### config.mk
export PLATFORM = sky130hd
export DESIGN_NAME = prog_loader
export DESIGN_NICKNAME = d
export VERILOG_FILES = /design/src/rtl/prog_loader.sv
export SDC_FILE = /design/constraint.sdc
export NUM_CORES = 1
export LEC_CHECK = 0
export CAP_MARGIN = 40
export CORE_UTILIZATION = 50
export DETAILED_ROUTE_END_ITERATION = 7
export MAX_ROUTING_LAYER = met4
export PLACE_DENSITY = 0.73
export SYNTH_ARGS = -nofsm -noshare
export SYNTH_HDL_FRONTEND = slang
export SYNTH_SLANG_ARGS = --single-unit
### constraint.sdc
create_clock -name clk -period 2.4 [get_ports clk]
set_input_delay 0.36 -clock clk [delete_from_list [all_inputs] [get_ports clk]]
set_output_delay 0.36 -clock clk [all_outputs]
set_load 0.1 [all_outputs]
### src/rtl/prog_loader.sv
// Program loader: takes a framed little-endian byte stream (length, words,
// checksum), writes the assembled words into instruction memory and holds
// the core in reset until a complete image with a valid checksum is loaded.
module prog_loader #(
    parameter int DEPTH_WORDS = 64,
    parameter int ADDR_W      = 8
) (
    input  logic              clk,
    input  logic              rst,
    input  logic              start,
    input  logic              in_valid,
    input  logic [7:0]        in_data,
    output logic              in_ready,
    output logic              imem_we,
    output logic [ADDR_W-1:0] imem_addr,
    output logic [31:0]       imem_wdata,
    output logic              core_rst,
    output logic              busy,
    output logic              done,
    output logic              err
);

    // Word counter only needs to reach DEPTH_WORDS-1; the length check
    // rejects anything larger before DATA is entered.
    localparam int CNT_W = (DEPTH_WORDS > 1) ? $clog2(DEPTH_WORDS) : 1;

    typedef enum logic [2:0] {
        S_IDLE,
        S_LEN_LO,
        S_LEN_HI,
        S_DATA,
        S_CSUM,
        S_DONE,
        S_ERR
    } state_t;

    state_t           state_reg;
    logic [4:0]       flags_reg;      // {in_ready, busy, done, err, core_rst}
    logic [15:0]      len_reg;
    logic [CNT_W-1:0] word_cnt_reg;
    logic [1:0]       byte_cnt_reg;
    logic [7:0]       csum_reg;
    logic [31:0]      shift_reg;

    logic             accept;
    logic [15:0]      len_next;
    logic [15:0]      word_cnt_ext;
    logic             last_word;
    logic [31:0]      word_next;
    logic [CNT_W+1:0] addr_full;
    logic [ADDR_W-1:0] addr_fit;

    // Status outputs are a registered image of the state they belong to,
    // updated on the same edge as the state transition.
    function automatic logic [4:0] flags_of(input state_t s);
        case (s)
            S_LEN_LO, S_LEN_HI, S_DATA, S_CSUM: flags_of = 5'b11001;
            S_DONE:                             flags_of = 5'b00100;
            S_ERR:                              flags_of = 5'b00011;
            default:                            flags_of = 5'b00001;
        endcase
    endfunction

    assign {in_ready, busy, done, err, core_rst} = flags_reg;

    assign accept       = in_valid && in_ready;
    assign len_next     = {in_data, len_reg[7:0]};
    assign word_cnt_ext = 16'(word_cnt_reg);
    assign last_word    = (word_cnt_ext == (len_reg - 16'd1));
    assign word_next    = {in_data, shift_reg[31:8]};
    assign addr_full    = {word_cnt_reg, 2'b00};

    // Byte address = word index * 4, zero-extended or truncated to ADDR_W.
    generate
        for (genvar gi = 0; gi < ADDR_W; gi++) begin : g_addr
            if (gi < CNT_W + 2) begin : g_bit
                assign addr_fit[gi] = addr_full[gi];
            end else begin : g_zero
                assign addr_fit[gi] = 1'b0;
            end
        end
    endgenerate

    // Frame parser, word assembly, write strobe and checksum in one FSM.
    always_ff @(posedge clk) begin
        if (rst) begin
            state_reg    <= S_IDLE;
            flags_reg    <= flags_of(S_IDLE);
            len_reg      <= '0;
            word_cnt_reg <= '0;
            byte_cnt_reg <= '0;
            csum_reg     <= '0;
            shift_reg    <= '0;
            imem_we      <= 1'b0;
            imem_addr    <= '0;
            imem_wdata   <= '0;
        end else begin
            imem_we <= 1'b0;
            case (state_reg)
                S_IDLE, S_DONE, S_ERR: begin
                    if (start) begin
                        state_reg    <= S_LEN_LO;
                        flags_reg    <= flags_of(S_LEN_LO);
                        len_reg      <= '0;
                        word_cnt_reg <= '0;
                        byte_cnt_reg <= '0;
                        csum_reg     <= '0;
                    end
                end
                S_LEN_LO: begin
                    if (accept) begin
                        len_reg[7:0] <= in_data;
                        csum_reg     <= csum_reg + in_data;
                        state_reg    <= S_LEN_HI;
                        flags_reg    <= flags_of(S_LEN_HI);
                    end
                end
                S_LEN_HI: begin
                    if (accept) begin
                        len_reg[15:8] <= in_data;
                        csum_reg      <= csum_reg + in_data;
                        if (len_next > 16'(DEPTH_WORDS)) begin
                            state_reg <= S_ERR;
                            flags_reg <= flags_of(S_ERR);
                        end else if (len_next == 16'd0) begin
                            state_reg <= S_CSUM;
                            flags_reg <= flags_of(S_CSUM);
                        end else begin
                            state_reg <= S_DATA;
                            flags_reg <= flags_of(S_DATA);
                        end
                    end
                end
                S_DATA: begin
                    if (accept) begin
                        shift_reg    <= word_next;
                        byte_cnt_reg <= byte_cnt_reg + 2'd1;
                        csum_reg     <= csum_reg + in_data;
                        if (byte_cnt_reg == 2'd3) begin
                            imem_we    <= 1'b1;
                            imem_addr  <= addr_fit;
                            imem_wdata <= word_next;
                            if (last_word) begin
                                state_reg <= S_CSUM;
                                flags_reg <= flags_of(S_CSUM);
                            end else begin
                                word_cnt_reg <= word_cnt_reg + CNT_W'(1);
                            end
                        end
                    end
                end
                S_CSUM: begin
                    if (accept) begin
                        if (in_data == csum_reg) begin
                            state_reg <= S_DONE;
                            flags_reg <= flags_of(S_DONE);
                        end else begin
                            state_reg <= S_ERR;
                            flags_reg <= flags_of(S_ERR);
                        end
                    end
                end
                default: begin
                    state_reg <= S_IDLE;
                    flags_reg <= flags_of(S_IDLE);
                end
            endcase
        end
    end

endmodule
Yosys cells after proc, flatten, opt, wreduce, memory -nomap -nowiden
Cells that the tools add are included.
{ "op_classes": {"addsub": 4, "magnitude_cmp": 1, "eq_ne": 18, "muxes": 37, "bitwise": 2, "reduce_logical": 18} }
{ "ops": {"columns": ["cell", "count"], "rows": [
  ["$pmux 8 s2", 3],
  ["$mux 5", 8],
  ["$mux 3", 10],
  ["$pmux 5 s5", 1],
  ["$mux 6", 4],
  ["$mux 8", 3],
  ["$eq 6x16->1", 1],
  ["$gt 16x7->1 const B", 1],
  ["$logic_not 16->1", 1],
  ["$mux 16", 1],
  ["$ne 2x2->1 const B", 8],
  ["$sub 16x1->16 const B", 1],
  ["$pmux 3 s5", 1],
  ["$reduce_and 3->1", 5],
  ["$pmux 6 s2", 1],
  ["$eq 3x3->1 const B", 3],
  ["$reduce_or 3->1", 3],
  ["$add 8x8->8", 1],
  ["$eq 8x8->1", 1],
  ["$reduce_bool 2->1", 4],
  ["$reduce_and 7->1", 1],
  ["$add 6x1->6 const B", 1],
  ["$eq 3x2->1 const B", 2],
  ["$mux 2", 3],
  ["11 further kinds", 12]
]} }
{ "word_totals": {"register_bits": 111, "in_bits": 12, "output_inout_bits": 46, "elab_cells": 91} }

Logic depth before layout (Yosys ltp)
{ "depth": {"word_depth": 6, "ltp_mapped": 10, "mapped_depth_nobuf": 9} }

Least setup slack after synthesis
Ideal clock, no wire load.
{ "synth_path": {"path_kind": "flip-flop to flip-flop", "startpoint": "register, netlist name flags_reg[3]", "endpoint": "register word_cnt_reg[5]", "setup_time_ns": 0.059, "arrival_ns": 2.462, "required_ns": 2.341, "path_slack_ns": -0.121, "stages_incl_launch_ff": 8, "path_buffers": 0, "synth_period_minus_slack_ns": 2.521, "path_cell_list": "dfxtp_1 -> and2_1 -> nand2_2 -> nand2_1 -> o21ai_0 -> or3_1 -> or4_1 -> nand2_1"} }
{ "synth_rtl": {"columns": ["item", "line_no", "text"], "rows": [
  ["end signal, assigned", "147", "word_cnt_reg <= word_cnt_reg + CNT_W'(1);"],
  ["end, declared", "40", "logic [CNT_W-1:0] word_cnt_reg;"]
]} }

Final worst setup path
{ "layout_path": {"startpoint": "register len_reg[2]", "endpoint": "register flags_reg[2]"} }
{ "layout_via": {"elab_chain_len": 4} }
{ "layout_lines": {"columns": ["item", "line_no", "text"], "rows": [
  ["start, declared", "39", "logic [15:0] len_reg;"],
  ["start signal, assigned", "112", "len_reg[7:0] <= in_data;"],
  ["$sub 16x1->16", "69", "assign last_word = (word_cnt_ext == (len_reg - 16'd1));"],
  ["$eq 6x16->1", "69", null],
  ["$ne 2x2->1 (no source line)", null, null],
  ["$reduce_and 7->1 (no source line)", null, null],
  ["end signal, assigned", "88", "flags_reg <= flags_of(S_IDLE);"],
  ["end signal, assigned", "103", "flags_reg <= flags_of(S_LEN_LO);"],
  ["end signal, assigned", "115", "flags_reg <= flags_of(S_LEN_HI);"],
  ["end, declared", "38", "logic [4:0] flags_reg;"]
]} }
Every way passes these cells.
A chain may end at the register's enable or synchronous reset.

==> impl_metrics.toml <==
[final_layout]
antenna_cells = 0
area_growth_pct = 18.4
finish.utilization = 0.625
drive_above_1_share = 0.157
final_nets = 688
fillers = 788
largest_reg_flops = 32

[clock_tree]
clkLatencyLatePin_ns = 0.38
clkTransAtPathRegs_ns = 0.11
cts_tree = "yes"
numCtsBuffers = 9
cts_sinks = 102
htreeDepth = 3
cts_root_buffer = "clkbuf_8"
post_cts_buffers = 0
clockBufferDepth = 2

[global_route]
antenna_found_initial = 0
track_usage = 0.253
grt-ovfl-total = 0
grt_max_degree = 76
grt_pass1_wl_mm = 19.2
grt_pass1_vias = 3997

[detailed_routing]
post_drt_wl_per_cell_um = 14.9
drtIter0Drc = 263
vias_per_cell = 5.64
first_pass_iters = 5
detail-route-antenna-nets = 0
num_vias = 4386
drc = 0
drt_wl_total_mm = 11.6

[timing]
fmax_mhz = 443
slew_headroom = 0.453
tightest_slew_ns = 0.799
clock-skew-final_ns = 0.0111
setup_slack_ns = 0.144
fin_crit_sh = 0.940
setup-violations-final = 0
rsz0062_at_grt = "no"
maxSlewViolCount = 0
hold_viol_final = 0
min_period_ns = 2.26

[power]
leakagePower_nw = 2.09
ir_worst_vdd_v = 0.000432
power_w = 0.00438
p_per_area_mw_per_mm2 = 789

[placed_design]
io_buffers = 55
dp_worst_setup_slack_ns = -0.0592
hpwl_mm = 8.13
globalplace.congestion = 0.938

[die]
die_w_um = 98.9
die_area_mm2 = 0.00978
die_y_um = 98.9
coreArea_mm2 = 0.00889
initial_utilization = 0.528
ioPinCount = 58
std_cell_rows = 34

[synthesis]
ys_seq_area_frac = 0.435
avgSynthCellArea_um2 = 7.72
synthArstFlopShare = 0
synth_cell_types = 57
synth_top_area_frac = 0.435
synth-edff-count = 0
syn_area_mm2 = 0.00469
yosys_most_used_dff = "dfxtp_1"
synth_area_leader_cell = "dfxtp_1"
synthTopCellsByArea = "dfxtp_1 44%, nand2_1 14%, a21oi_1 10%, nand3_1 3.5%, ha_1 2.7%"
yosysWarningCount = 0
synth_seq_cells = 102
synthCells = 608

[setup_path]
worstSetupEndpointType = "flop"
cp_slowest_cell = "or4_4"
critPathKind = "reg2reg"
max_stage_delay_ns = 0.60
crit_chain = "or4_4 -> nand2_1 -> and4_1 -> nand4b_1 -> o21ai_2 -> nand2_4 -> mux2_4"
cp.arrival_ns = 2.53
critPathRequiredTime_ns = 2.67
startpoint_type = "flop"
critPathMaxFanout = 8

[job]
maxCapViolations = 0

[outcome]
status = "finished, final reports clean"

[min_path]
hp-class = "in2reg"
power breakdown:
part	switching, W	internal [W]	total (W)
Clock	0.000685	0.000423	0.00111
Sequential	0.0000899	0.00176	0.00185
Combinational	0.000920	0.000501	0.00142
Total	0.00169	0.00269	0.00438
cell families (layout without fill, tap and decap cells):
group                    after synthesis  after routing  synth area share
buffers and inverters                 46            107            0.0395
adder cells (fa/ha/maj)               11             11            0.0309
AND/OR/NAND/NOR                      287            287             0.274
flip-flops                           102            102             0.435
AO/OA/AOI/OAI                        136            136             0.169
other                                  1              2          0.000799
multiplexers                          10             10            0.0227
XOR/XNOR                              15             15            0.0280
final timing paths:
path                                end  slack, ns  cells past startpoint                        from
max           flags_reg[2]$_SDFFE_PP0P_       0.14                      7     len_reg[2]$_SDFFE_PP0P_
min                  imem_we$_SDFF_PP0_       0.28                      2                         rst
max reg2reg   flags_reg[2]$_SDFFE_PP0P_       0.14                      7     len_reg[2]$_SDFFE_PP0P_
min reg2reg  imem_wdata[1]$_SDFFE_PP0P_       0.46                      2  imem_wdata[1]$_SDFFE_PP0P_
per-stage QoR:
stage / hold slack (ns) / instances / setup TNS, ns / area [µm²]
6_report: 0.283 / 778 / 0 / 5560
5_1_grt: 0.276 / 778 / 0 / 5560
4_1_cts: 0.273 / 778 / 0 / 5550
3_5_place_dp: 0.448 / 762 / -0.0784 / 5340
3_3_place_gp: 0.444 / 762 / 0 / 5340
2_1_floorplan: 0.432 / 609 / 0 / 4700
timing repair:
action / 4_1_cts / 5_1_grt
hold buffers: 0 / 0
gates resized for setup: 0 / 6
setup endpoints to repair: 0 / 5
synth_stat cells, drive strengths merged, types with 2 or more instances:
| cell type | count |
|---|---|
| xnor2 | 7 |
| xor2 | 8 |
| clkbuf | 31 |
| nor4 | 7 |
| o211ai | 2 |
| nor2b | 5 |
| nand3 | 33 |
| nand2 | 174 |
| buf | 6 |
| and3 | 3 |
| nand3b | 2 |
| ha | 10 |
| nor3 | 13 |
| o22ai | 3 |
| a21o | 3 |
| mux2i | 8 |
| nand2b | 9 |
| nand4 | 2 |
| o21bai | 6 |
| a211oi | 2 |
| o2bb2ai | 2 |
| and2 | 3 |
| or3 | 4 |
| a21oi | 95 |
| or4 | 3 |
| mux2 | 2 |
| o21ai | 11 |
| nor2 | 24 |
| inv | 9 |
| o22a | 2 |
| dfxtp | 102 |
cell usage in the layout (no fill, tap or decap), types with 4 or more instances in the layout:
master and n:
nand2_1 172, xor2_1 8, o21bai_1 6, or3_1 4, clkbuf_8 9, ha_1 9
xnor2_1 7, dfxtp_1 99, nor3_1 13, a21oi_1 95, inv_1 9, nand2b_1 9
nor2b_1 5, buf_4 70, clkdlybuf4s50_1 10, nor2_1 23, nand3_1 33, mux2i_1 8
nor4_1 6, o21ai_0 8
critical path, delay by kind of cell, from the launching register on:
kind | cells | cell delay, ns
compound gates | 1 | 0.26
flops | 1 | 0.39
mux | 1 | 0.31
simple gates | 5 | 1.19
per-layer routing:
metal / global-route usage / up-vias / wire, µm
li1: - / 2178 / -
met1: 0.318 / 2071 / 5270
met2: 0.414 / 122 / 5620
met3: 0.0574 / 15 / 562
met4: 0.0608 / 0 / 125
met5: - / - / 0
cell type report:
cell class | instances | area, µm² | share of cell area
Tap cell | 108 | 135 | 0.0243
Clock buffer | 9 | 124 | 0.0223
Inverter | 9 | 33.8 | 0.00608
Timing Repair Buffer | 82 | 651 | 0.117
Clock inverter | 7 | 86.3 | 0.0155
Sequential cell | 102 | 2050 | 0.369
Multi-Input combinational cell | 461 | 2480 | 0.446
No activity file was read; power rests on OpenSTA's default activity.
